===== config.mk =====
export PLATFORM = sky130hd
export DESIGN_NAME = ifetch
export DESIGN_NICKNAME = d
export VERILOG_FILES = /design/src/rtl/riscv_pkg.sv /design/src/rtl/ifetch_queue.sv /design/src/rtl/ifetch.sv
export SDC_FILE = /design/constraint.sdc
export NUM_CORES = 1
export LEC_CHECK = 0
export ABC_AREA = 1
export CAP_MARGIN = 20
export CORE_MARGIN = 1.5
export CORE_UTILIZATION = 49
export DETAILED_ROUTE_END_ITERATION = 10
export PLACE_DENSITY = 0.86
export SLEW_MARGIN = 10
export SYNTH_ARGS = -nofsm -noshare
export SYNTH_HDL_FRONTEND = slang
export SYNTH_SLANG_ARGS = --single-unit

===== constraint.sdc =====
create_clock -name i_clk -period 9.3 [get_ports i_clk]
set_input_delay 1.395 -clock i_clk [delete_from_list [all_inputs] [get_ports i_clk]]
set_output_delay 1.395 -clock i_clk [all_outputs]
set_load 0.005 [all_outputs]

===== src/rtl/riscv_pkg.sv =====
// riscv_pkg: shared fetch-stage types and constants for the RV64 front end.
package riscv_pkg;
    localparam int XLEN = 64;
    localparam logic [31:0] NOP_INSTR = 32'h00000013;
    typedef struct packed {
        logic [XLEN-1:0] pc;
        logic [31:0]     instr;
        logic            fault;
    } fetch_entry_t;
    typedef enum logic [1:0] {BOOT, FETCH, DRAIN, FAULT} fetch_state_t;
endpackage


===== src/rtl/ifetch_queue.sv =====
// ifetch_queue: 2-entry FIFO of fetch entries with synchronous clear.
module ifetch_queue
    import riscv_pkg::*;
(
    input  logic         i_clk,
    input  logic         i_reset,
    input  logic         i_clr,
    input  logic         i_push,
    input  logic         i_pop,
    input  fetch_entry_t i_data,
    output fetch_entry_t o_head,
    output logic [1:0]   o_count
);
    fetch_entry_t r_mem [2];
    logic         r_rd;
    logic         r_wr;
    logic [1:0]   r_count;
    logic         w_push;
    logic         w_pop;

    assign w_pop   = i_pop && r_count != 2'd0;
    // A full queue still accepts a push when the head leaves in the same cycle.
    assign w_push  = i_push && (r_count != 2'd2 || w_pop);
    assign o_head  = r_mem[r_rd];
    assign o_count = r_count;

    always_ff @(posedge i_clk) begin
        if (i_reset || i_clr) begin
            r_rd    <= 1'b0;
            r_wr    <= 1'b0;
            r_count <= 2'd0;
        end else begin
            if (w_push) begin
                r_mem[r_wr] <= i_data;
                r_wr        <= !r_wr;
            end
            if (w_pop) r_rd <= !r_rd;
            r_count <= r_count + {1'b0, w_push} - {1'b0, w_pop};
        end
    end
endmodule


===== src/rtl/ifetch.sv =====
// ifetch: RV64 instruction-fetch stage; owns the PC, keeps up to two fetches
// in flight and hands buffered {instr, pc} to decode.
module ifetch
    import riscv_pkg::*;
#(
    parameter int              XLEN     = riscv_pkg::XLEN,
    parameter logic [XLEN-1:0] RESET_PC = 64'h1000
) (
    input  logic            i_clk,
    input  logic            i_reset,
    input  logic            i_stall,
    input  logic            i_redirect,
    input  logic [XLEN-1:0] i_redirect_pc,
    output logic            o_imem_req_valid,
    input  logic            i_imem_req_ready,
    output logic [XLEN-1:0] o_imem_req_addr,
    input  logic            i_imem_rsp_valid,
    input  logic [31:0]     i_imem_rsp_data,
    input  logic            i_imem_rsp_fault,
    output logic [31:0]     o_instr,
    output logic [XLEN-1:0] o_pc_out,
    output logic            o_valid,
    output logic            o_fetch_fault
);
    fetch_state_t    r_state;
    fetch_state_t    w_state_nx;
    logic [XLEN-1:0] r_fetch_pc;
    logic [XLEN-1:0] r_ipc [2];
    logic [1:0]      r_outstanding;
    logic [1:0]      r_discard;
    logic            r_mis;
    logic [1:0]      w_count;
    logic [1:0]      w_redir_disc;
    fetch_entry_t    w_head;
    fetch_entry_t    w_push_data;
    logic            w_fire;
    logic            w_push;
    logic            w_pop;
    logic            w_mis_push;
    logic            w_slot;

    assign w_fire     = o_imem_req_valid && i_imem_req_ready;
    assign w_pop      = o_valid && !i_stall;
    assign w_mis_push = r_state == FETCH && r_mis && !i_redirect;
    // Responses still owed by memory; the one arriving now is dropped with them.
    assign w_redir_disc = r_outstanding + r_discard - {1'b0, i_imem_rsp_valid};
    // Next free in-flight PC slot after this cycle's response shifts the list.
    assign w_slot     = r_outstanding[0] && !i_imem_rsp_valid;

    always_comb begin
        o_imem_req_valid = r_state == FETCH && !r_mis && !i_redirect &&
                           ({1'b0, w_count} + {1'b0, r_outstanding}) < 3'd2;
        o_imem_req_addr  = r_fetch_pc;
        w_push = !i_redirect && ((r_state == FETCH && !r_mis && i_imem_rsp_valid) || w_mis_push);
        w_push_data = w_mis_push ? {r_fetch_pc, NOP_INSTR, 1'b1}
                                 : {r_ipc[0], i_imem_rsp_data, i_imem_rsp_fault};
        o_valid       = w_count != 2'd0;
        o_instr       = o_valid ? w_head.instr : NOP_INSTR;
        o_pc_out      = o_valid ? w_head.pc : '0;
        o_fetch_fault = o_valid && w_head.fault;
    end

    always_comb begin
        w_state_nx = r_state;
        w_state_nx = r_state == BOOT ? FETCH : w_state_nx;
        w_state_nx = r_state == FETCH && (w_mis_push || (i_imem_rsp_valid && !r_mis && i_imem_rsp_fault))
                   ? FAULT : w_state_nx;
        w_state_nx = r_state == DRAIN && r_discard == 2'd0 && !i_imem_rsp_valid ? FETCH : w_state_nx;
        w_state_nx = i_redirect ? (w_redir_disc != 2'd0 ? DRAIN : FETCH) : w_state_nx;
    end

    always_ff @(posedge i_clk) begin
        if (i_reset) begin
            r_state       <= BOOT;
            r_fetch_pc    <= RESET_PC;
            r_outstanding <= 2'd0;
            r_discard     <= 2'd0;
            r_mis         <= 1'b0;
        end else begin
            r_state <= w_state_nx;
            if (i_redirect) begin
                r_fetch_pc    <= i_redirect_pc;
                r_outstanding <= 2'd0;
                r_discard     <= w_redir_disc;
                r_mis         <= |i_redirect_pc[1:0];
            end else begin
                if (w_fire) r_fetch_pc <= r_fetch_pc + XLEN'(4);
                r_outstanding <= r_outstanding + {1'b0, w_fire}
                               - {1'b0, i_imem_rsp_valid && r_state != DRAIN};
                if (r_state == DRAIN && i_imem_rsp_valid) r_discard <= r_discard - 2'd1;
                if (w_mis_push) r_mis <= 1'b0;
            end
        end
    end

    always_ff @(posedge i_clk) begin
        if (i_imem_rsp_valid) r_ipc[0] <= r_ipc[1];
        if (w_fire) r_ipc[w_slot] <= r_fetch_pc;
    end

    ifetch_queue u_queue (
        .i_clk   (i_clk),
        .i_reset (i_reset),
        .i_clr   (i_redirect),
        .i_push  (w_push),
        .i_pop   (w_pop),
        .i_data  (w_push_data),
        .o_head  (w_head),
        .o_count (w_count)
    );
endmodule


==> flow_summary.ini, run 1 <==
[clocking]
cts_resized = 0
h-tree-depth = 2
cts_tree = done
cts_setup_buffers = 0
clk_pin_slew_ps = 60
insertion_delay_ps = 550
cts_buffers = 40
postCtsHoldBufs = 0
cts_num_sinks = 398
cts_buffer_depth = 3
cts-root-buf = clkbuf_16

[logic_synthesis]
ys_async_sr_fraction_pct = 0
synth_nets = 2047
ys_seq_area_share_pct = 62.1
synth_flop_cell = edfxtp_1
synth.most_common_cell = nand2_1
syn_area_per_cell_um2 = 9.31
synth_top_area_share_pct = 53.6
synth-edff-count = 322
synth_commonest_cells = 622 x nand2_1, 322 x edfxtp_1, 170 x inv_1
synthTopCellsByArea = edfxtp_1 54%, nand2_1 13%, dfxtp_1 8.4%
yosysUniqueCellTypes = 39
syn-instance-count = 1936
syn_area_mm2 = 0.0180
synth.largest_area_cell = edfxtp_1
ys_seq_elements = 398
yosysWarningCount = 0

[detailed_routing]
drt-initial-drc-count = 1433
antenna_left = 0
post-route-drc-count = 0
dr.pass1.iters = 6
via_per_inst = 5.50
vias = 14700
finalWirelength_um = 51700
wl_per_cell_um = 19.4

[setup_path]
r2r_setup_slack_ps = 4960
worst_setup_path_end_kind = register
reg2reg_depth = 11
rr_endpoint = r_ipc[0][3]
worst-path-max-fanout = 60
crit_type = input port to register
cp_data_arrival_time_ps = 4880
reg2reg_from = r_outstanding[0]
critPathRequiredTime_ps = 9480
startpoint = i_redirect
endpoint = r_ipc[0][3]
start_kind = input port

[sta]
max_freq_mhz = 213
slew_viol_final = 0
hold_viol_final = 0
worstMarginPinSlew_ps = 1120
final.setup.tns_ps = 0
maxSlewHeadroom_pct = 25.5
finalClockSkew_ps = 19.7
post-route-min-period_ps = 4700
min_period_over_period_pct = 50.6
rsz0062_at_grt = false
setup_violations = 0

[place]
port_buffers = 265
hpwlAfterDp_um = 36400
gp_congestion = 0.997

[die]
placementRows = 70
die_w_um = 195
die_area_mm2 = 0.0380
core_mm2 = 0.0364
die_h_um = 195
pin_count = 266
initial_core_util_pct = 49.5

[run_status]
status = completed

[finish]
fin_nets = 2279
area_growth_pct = 23.7
drive_gt1_share_pct = 5.73
num_antenna_cells = 0

[global_routing]
grt_util_all_layers_pct = 26.6
first_global_vias = 13900
antenna_found_initial = 0
grt_max_degree = 96
grt_remaining_overflow = 0
grt_pass1_wl_um = 78300

[power_and_ir_drop]
power.density_mw_per_mm2 = 176
p_total_mw = 3.94
p_leak_nw = 8.26
ir_worst_vdd_mv = 0.126

[worst_hold_path]
hold_class = register to register

[flow_run]
drv_cap = 0
==> sequential cells by signal, indices dropped and copies added (netlist names), named ones only <==
| signal | count |
|---|---|
| r_outstanding | 2 |
| u_queue.r_mem | 194 |
| o_imem_req_addr | 64 |
| u_queue.r_rd | 1 |
| u_queue.r_wr | 1 |
| r_ipc | 128 |
| r_discard | 2 |
| r_state | 2 |
| r_mis | 1 |
| u_queue.o_count | 2 |
==> worst max-delay path: stages <==
cell	delay [ps]
buf_2	320
inv_6	260
nand3_4	110
nor2_4	200
nand2_4	190
inv_4	460
nand2_4	510
nand2_2	830
buf_4	550
==> worst min path at each step <==
stage,startpoint,cells after the start,end
floorplan,u_queue.r_rd,1,register
global placement,u_queue.r_rd,1,u_queue.r_rd
detailed placement,u_queue.r_rd,1,u_queue.r_rd
CTS,u_queue.r_rd,1,u_queue.r_rd
global route,u_queue.r_rd,1,u_queue.r_rd
finish,u_queue.r_rd,1,u_queue.r_rd
==> cells by family after synthesis <==
kind of cell             synth area share [%]
adder cells (fa/ha/maj)                 0.597
flip-flops                               62.1
buffers and inverters                    6.11
AO/OA/AOI/OAI                            9.92
AND/OR/NAND/NOR                          20.4
XOR/XNOR                                0.923
==> cells in the final DEF, fill, tap and decap left out, drive strengths merged <==
cell,synthesis,final
nand2,631,631
edfxtp,322,322
clkdlybuf4s50,0,263
o21ai,184,184
inv,178,181
nor2,161,161
a21oi,139,139
dfxtp,76,76
nand3,74,74
clkbuf,48,55
xor2,17,17
nand4,17,17
a31oi,16,16
buf,40,15
clkinv,1,14
o211ai,7,7
ha,7,7
or2,5,5
nor3,3,3
o22ai,2,2
xnor2,2,2
bufinv,0,2
nor3b,1,1
and2,1,1
nor4,1,1
and3,1,1
a22oi,1,1
fa,1,1
clkinvlp,0,1
==> per-layer routing <==
metal / wire length, um / vias up / GRT usage (%)
met4: 2030 / 0 / 10.4
met3: 4430 / 114 / 4.37
met2: 24900 / 730 / 44.3
li1: - / 6915 / -
met5: 0 / - / 0
met1: 20400 / 6912 / 34.9
==> cell type report <==
cell class / count / area, um^2
Multi-Input combinational cell: 1271 / 5790
Fill cell: 2901 / 14100
Clock buffer: 55 / 1120
Tap cell: 468 / 586
Clock inverter: 19 / 174
Timing Repair Buffer: 278 / 2770
Inverter: 179 / 681
Sequential cell: 398 / 11200
==> stage by stage <==
step	cell area [um^2]	hold WS [ps]	utilization, %	instances	worst slack [ps]
global placement	21000	437	57.5	2591	4230
finish	22300	452	61.2	2668	4600
floorplan	18000	426	-	1936	2570
detailed placement	21000	441	57.6	2592	4070
CTS	22300	450	61.1	2666	4610
global route	22300	470	61.2	2668	4360
==> where the power goes <==
part | internal [mW] | switching, mW | total, mW
logic | 0.140 | 0.191 | 0.331
clock network | 0.907 | 0.674 | 1.58
registers | 1.97 | 0.0499 | 2.02
Note: power is estimated with default switching activity, not from simulation.
==> run 2: changes to the inputs <==
--- a/config.mk
+++ b/config.mk
@@ -8,9 +8,9 @@
 export ABC_AREA = 1
 export CAP_MARGIN = 20
 export CORE_MARGIN = 1.5
-export CORE_UTILIZATION = 49
+export CORE_UTILIZATION = 55
 export DETAILED_ROUTE_END_ITERATION = 10
-export PLACE_DENSITY = 0.86
+export PLACE_DENSITY = 0.91
 export SLEW_MARGIN = 10
 export SYNTH_ARGS = -nofsm -noshare
 export SYNTH_HDL_FRONTEND = slang
==> constraint.sdc (replaced) <==
create_clock -name i_clk -period 4.69 [get_ports i_clk]
set_input_delay 0.7035 -clock i_clk [delete_from_list [all_inputs] [get_ports i_clk]]
set_output_delay 0.7035 -clock i_clk [all_outputs]
set_load 0.005 [all_outputs]
==> run 2 against run 1 <==
  * Non-clock buffer count up 9
  * Final area up 0.48%
  * Utilization up 8.0 points
  * Via count up 2.3%
  * Die area down 11%
  * Combinational power up 100%
  * Global-route usage up 4.2 points
  * Setup slack worse by 3500 ps
  * Register-to-register slack worse by 3600 ps
  * Clock skew up 8.1 ps
  * Total power up 99%
  * Largest cell class unchanged
==> flow_summary.ini, run 2 (synthesis results as in run 1) <==
[run_status]
status = completed

[setup_path]
crit_type = register to output pin
critical_path.max_stage_delay_ps = 600
critPathRequiredTime_ps = 3990
worst_setup_path_end_kind = output pin
start_kind = register
slowest_stage = clkdlybuf4s50_1
critical_path.cell_chain = inv_2 -> buf_4 -> nand2_1 -> a21oi_1 -> clkdlybuf4s50_1
cp_data_arrival_time_ps = 2860
worst-path-max-fanout = 39

[power_and_ir_drop]
power.density_mw_per_mm2 = 349
internal-power_mw = 6.00
p_leak_nw = 8.32
ir_worst_vdd_mv = 0.218
pwr-share-seq_pct = 51.3
p_comb_share_pct = 8.5
p_sw_share_pct = 23.4
power.switching_mw = 1.83
pwr-share-clk_pct = 40.3

[detailed_routing]
vias = 15000
antenna_left = 0
via_per_inst = 5.66
post-route-drc-count = 0
wl_per_cell_um = 19.9
finalWirelength_um = 52800
dr.pass1.iters = 6
drt-initial-drc-count = 1825

[clocking]
cts_setup_buffers = 0
cts-root-buf = clkbuf_16
insertion_delay_ps = 560
cts_buffers = 40
cts_buffer_depth = 3
postCtsHoldBufs = 0
cts_num_sinks = 398
cts_resized = 0
clk_pin_slew_ps = 60
cts_tree = done
h-tree-depth = 2

[global_routing]
grt_pass1_wl_um = 79200
grt_remaining_overflow = 0
grt_util_all_layers_pct = 30.8
antenna_found_initial = 0
grt_max_degree = 98
first_global_vias = 14300

[finish]
design_area_mm2 = 0.0224
drive_gt1_share_pct = 6.11
fin_nets = 2288
finalNonFillerCells = 2651
final_cell_mix = 620 x nand2_1, 322 x edfxtp_1, 263 x clkdlybuf4s50_1
final_common_cell = nand2_1
largest_register_ffs = 194
nFillCells = 2353
num_antenna_cells = 0
area_growth_pct = 24.3
regMostFlops = u_queue.r_mem

[die]
pin_count = 266
placementRows = 66
die_w_um = 184
die_h_um = 184
core_mm2 = 0.0324
initial_core_util_pct = 55.7
die_area_mm2 = 0.0339

[place]
dp.cells = 2576
place_area_mm2 = 0.0211
hpwlAfterDp_um = 36700
port_buffers = 265
gp_congestion = 1.02
dpl_worst_slack_ps = 1400

[sta]
max_freq_mhz = 281
rsz0062_at_grt = false
slew_viol_final = 0
post-route-min-period_ps = 3560
finalClockSkew_ps = 27.8
worstMarginPinSlew_ps = 1110
final.setup.tns_ps = 0
setup_slack_ps = 1130
min_period_over_period_pct = 75.9
maxSlewHeadroom_pct = 26.2
hold_viol_final = 0
setup_violations = 0

[flow_run]
drv_cap = 0

[worst_hold_path]
hold_class = register to register
==> run 2: worst max-delay path, delay by kind of cell (launching register included) <==
family	cells	cell delay [ps]
AO/OA/AOI/OAI	1	180
buffers and inverters	3	1610
flip-flops	1	340
AND/OR/NAND/NOR	1	110
==> run 2: cell type report <==
class	count	area, um^2	share of cell area, %
clock buffers	53	1080	4.82
clock inverters	21	216	0.966
inverters	179	681	3.04
multi-input cells	1271	5790	25.8
repair buffers	287	2900	13.0
flip-flops and latches	398	11200	49.9
well taps	442	553	2.47
==> run 2: layer usage <==
metal | share of wire, % | global-route usage, % | vias to the layer above | wire [um]
li1 | - | - | 6943 | -
met5 | 0 | 0 | - | 0
met2 | 48 | 51.3 | 814 | 25300
met4 | 4.6 | 14.3 | 0 | 2450
met1 | 39 | 40.0 | 7110 | 20500
met3 | 8.7 | 4.52 | 142 | 4570
==> run 2: worst paths after layout <==
path                      startpoint      endpoint  slack, ps  depth (start not counted)
setup / recovery            register  o_pc_out[18]       1130                          5
hold / removal          u_queue.r_rd      register        440                          1
setup reg to reg  u_queue.o_count[0]  r_ipc[0][52]       1380                         11
hold reg to reg         u_queue.r_rd      register        440                          1
==> run 2: stage by stage <==
stage	power (mW)	utilization (%)	hold WS [ps]
after floorplan	4.37	-	426
after global placement	4.70	65.2	426
after detailed placement	4.73	65.2	433
after CTS	7.84	69.2	436
after global routing	8.04	69.2	452
final	7.83	69.2	440
==> run 2: power groups by stage <==
stage	sequential (mW)	clock (mW)	combinational, mW
after floorplan	4.05	0	0.322
after global placement	4.08	0	0.622
after detailed placement	4.08	0	0.647
after CTS	4.01	3.17	0.655
after global routing	4.02	3.31	0.718
final	4.01	3.15	0.663
==> run 3: changes to the inputs <==
==> constraint.sdc (replaced) <==
create_clock -name i_clk -period 3.7 [get_ports i_clk]
set_input_delay 0.555 -clock i_clk [delete_from_list [all_inputs] [get_ports i_clk]]
set_output_delay 0.555 -clock i_clk [all_outputs]
set_load 0.005 [all_outputs]
==> run 3 against run 2 <==
  * First-iteration DRC count decreased by 4.8%
  * Setup slack got worse by 580 ps
  * Flip-flop and latch count unchanged
  * Via count increased by 0.57%
  * Sequential share of layout area decreased by 0.55 points
  * Combinational power increased by 29%
  * Routed wire length increased by 0.96%
  * Non-clock buffer count increased by 9
  * Worst hold slack got worse by 69 ps
  * Largest cell class unchanged
  * Utilization increased by 0.77 points
  * Critical path depth unchanged
  * Clock-buffer cell count decreased by 4
==> flow_summary.ini, run 3 (synthesis results as in run 1) <==
[place]
gp_congestion = 1.02
port_buffers = 265
hpwlAfterDp_um = 37800

[power_and_ir_drop]
p_total_mw = 10.3
power.density_mw_per_mm2 = 453
p_leak_nw = 8.44
ir_worst_vdd_mv = 0.289

[setup_path]
endpoint = o_pc_out[43]
critical_path.cell_chain = inv_2 -> buf_12 -> nand2_1 -> a21oi_1 -> clkdlybuf4s50_1
start_kind = register
r2r_setup_slack_ps = 640
slowest_stage = clkdlybuf4s50_1
critical_path.max_stage_delay_ps = 590
crit_type = register to output pin
critPathRequiredTime_ps = 3140
rr_endpoint = o_imem_req_addr[40]
cp_data_arrival_time_ps = 2590
reg2reg_from = r_outstanding[0]
worst-path-max-fanout = 58
reg2reg_depth = 14
worst_setup_path_end_kind = output pin

[worst_hold_path]
hold_path_depth = 4
hold_class = input port to register

[sta]
worstMarginPinSlew_ps = 997
post-route-min-period_ps = 3150
max_freq_mhz = 318
setup_violations = 0
finalClockSkew_ps = 25.1
slew_viol_final = 0
hold_viol_final = 0
rsz0062_at_grt = false
timing.hold.ws_ps = 371
min_period_over_period_pct = 85.1
maxSlewHeadroom_pct = 32.8

[finish]
final_cell_mix = 620 x nand2_1, 322 x edfxtp_1, 263 x clkdlybuf4s50_1
area_growth_pct = 25.7
largest_register_ffs = 194
drive_gt1_share_pct = 6.90
num_antenna_cells = 0
fin_nets = 2297
final_common_cell = nand2_1
regMostFlops = u_queue.r_mem

[detailed_routing]
via_per_inst = 5.68
post-route-drc-count = 0
antenna_left = 0
finalWirelength_um = 53300
wl_per_cell_um = 20.1
dr.pass1.iters = 6
drt-initial-drc-count = 1737
vias = 15100

[die]
initial_core_util_pct = 55.7
placementRows = 66
die_h_um = 184
die_w_um = 184
die_area_mm2 = 0.0339
core_mm2 = 0.0324
pin_count = 266

[clocking]
cts_buffers = 40
postCtsHoldBufs = 0
cts_resized = 0
cts_tree = done
cts_num_sinks = 398
cts_buffer_depth = 3
insertion_delay_ps = 540
cts-root-buf = clkbuf_16
cts_setup_buffers = 0
clk_pin_slew_ps = 60
h-tree-depth = 2

[global_routing]
grt_remaining_overflow = 0
grt_pass1_wl_um = 80900
first_global_vias = 14600
antenna_found_initial = 2
grt_max_degree = 61
grt_util_all_layers_pct = 31.4

[flow_run]
drv_cap = 0

[run_status]
status = completed
## run 3: cell types whose count changed in the layout (fill, tap and decap cells not counted), moves of 2 or more
cell        change
clkbuf_1        -7
buf_4           +5
clkinvlp_4      +2
bufinv_16       +4
clkbuf_8        +3
clkinv_2        -2
clkinv_1        -2
buf_12          +4
## run 3: worst min-delay path by stage
stage	from	endpoint	slack [ps]
6_report	i_reset	u_queue.o_count[0]	370
5_1_grt	i_reset	u_queue.o_count[0]	380
4_1_cts	i_reset	u_queue.o_count[0]	370
3_5_place_dp	o_imem_req_addr[1]	r_ipc[1][1]	450
3_3_place_gp	u_queue.r_rd	register	430
2_1_floorplan	u_queue.r_rd	register	430
## run 3: layout make-up
type | count | area, um^2
flip-flops and latches | 398 | 11200
fillers | 2381 | 9710
multi-input cells | 1271 | 5790
repair buffers | 296 | 3020
clock buffers | 49 | 1090
inverters | 179 | 681
well taps | 442 | 553
clock inverters | 24 | 329
## run 3: worst max-delay path: cells and delay by family (launching register included)
kind                   cells  cell delay, ps
buffers and inverters      3            1120
AO/OA/AOI/OAI              1             280
AND/OR/NAND/NOR            1             110
flip-flops                 1             460
## run 3: report_power, final
group          internal, mW  switching [mW]  total (mW)
Clock                  2.61            1.72        4.33
Sequential             4.96           0.126        5.09
Combinational         0.364           0.493       0.857
## run 3: through the flow
stage | TNS, ps | setup WS [ps] | area, um^2 | instances | utilization, %
6_report | 0 | 553 | 22700 | 2659 | 70.0
3_3_place_gp | 0 | 815 | 21200 | 2585 | 65.5
5_1_grt | 0 | 423 | 22700 | 2659 | 70.0
4_1_cts | 0 | 578 | 22600 | 2658 | 69.9
3_5_place_dp | 0 | 755 | 21200 | 2585 | 65.5
2_1_floorplan | -18020 | -186 | 18100 | 1936 | -
## run 3: per-layer routing
layer	share of wire (%)	global-route usage (%)
met5	0	0
met4	5.3	14.9
met3	9.8	5.47
met2	47	51.6
met1	37	40.7
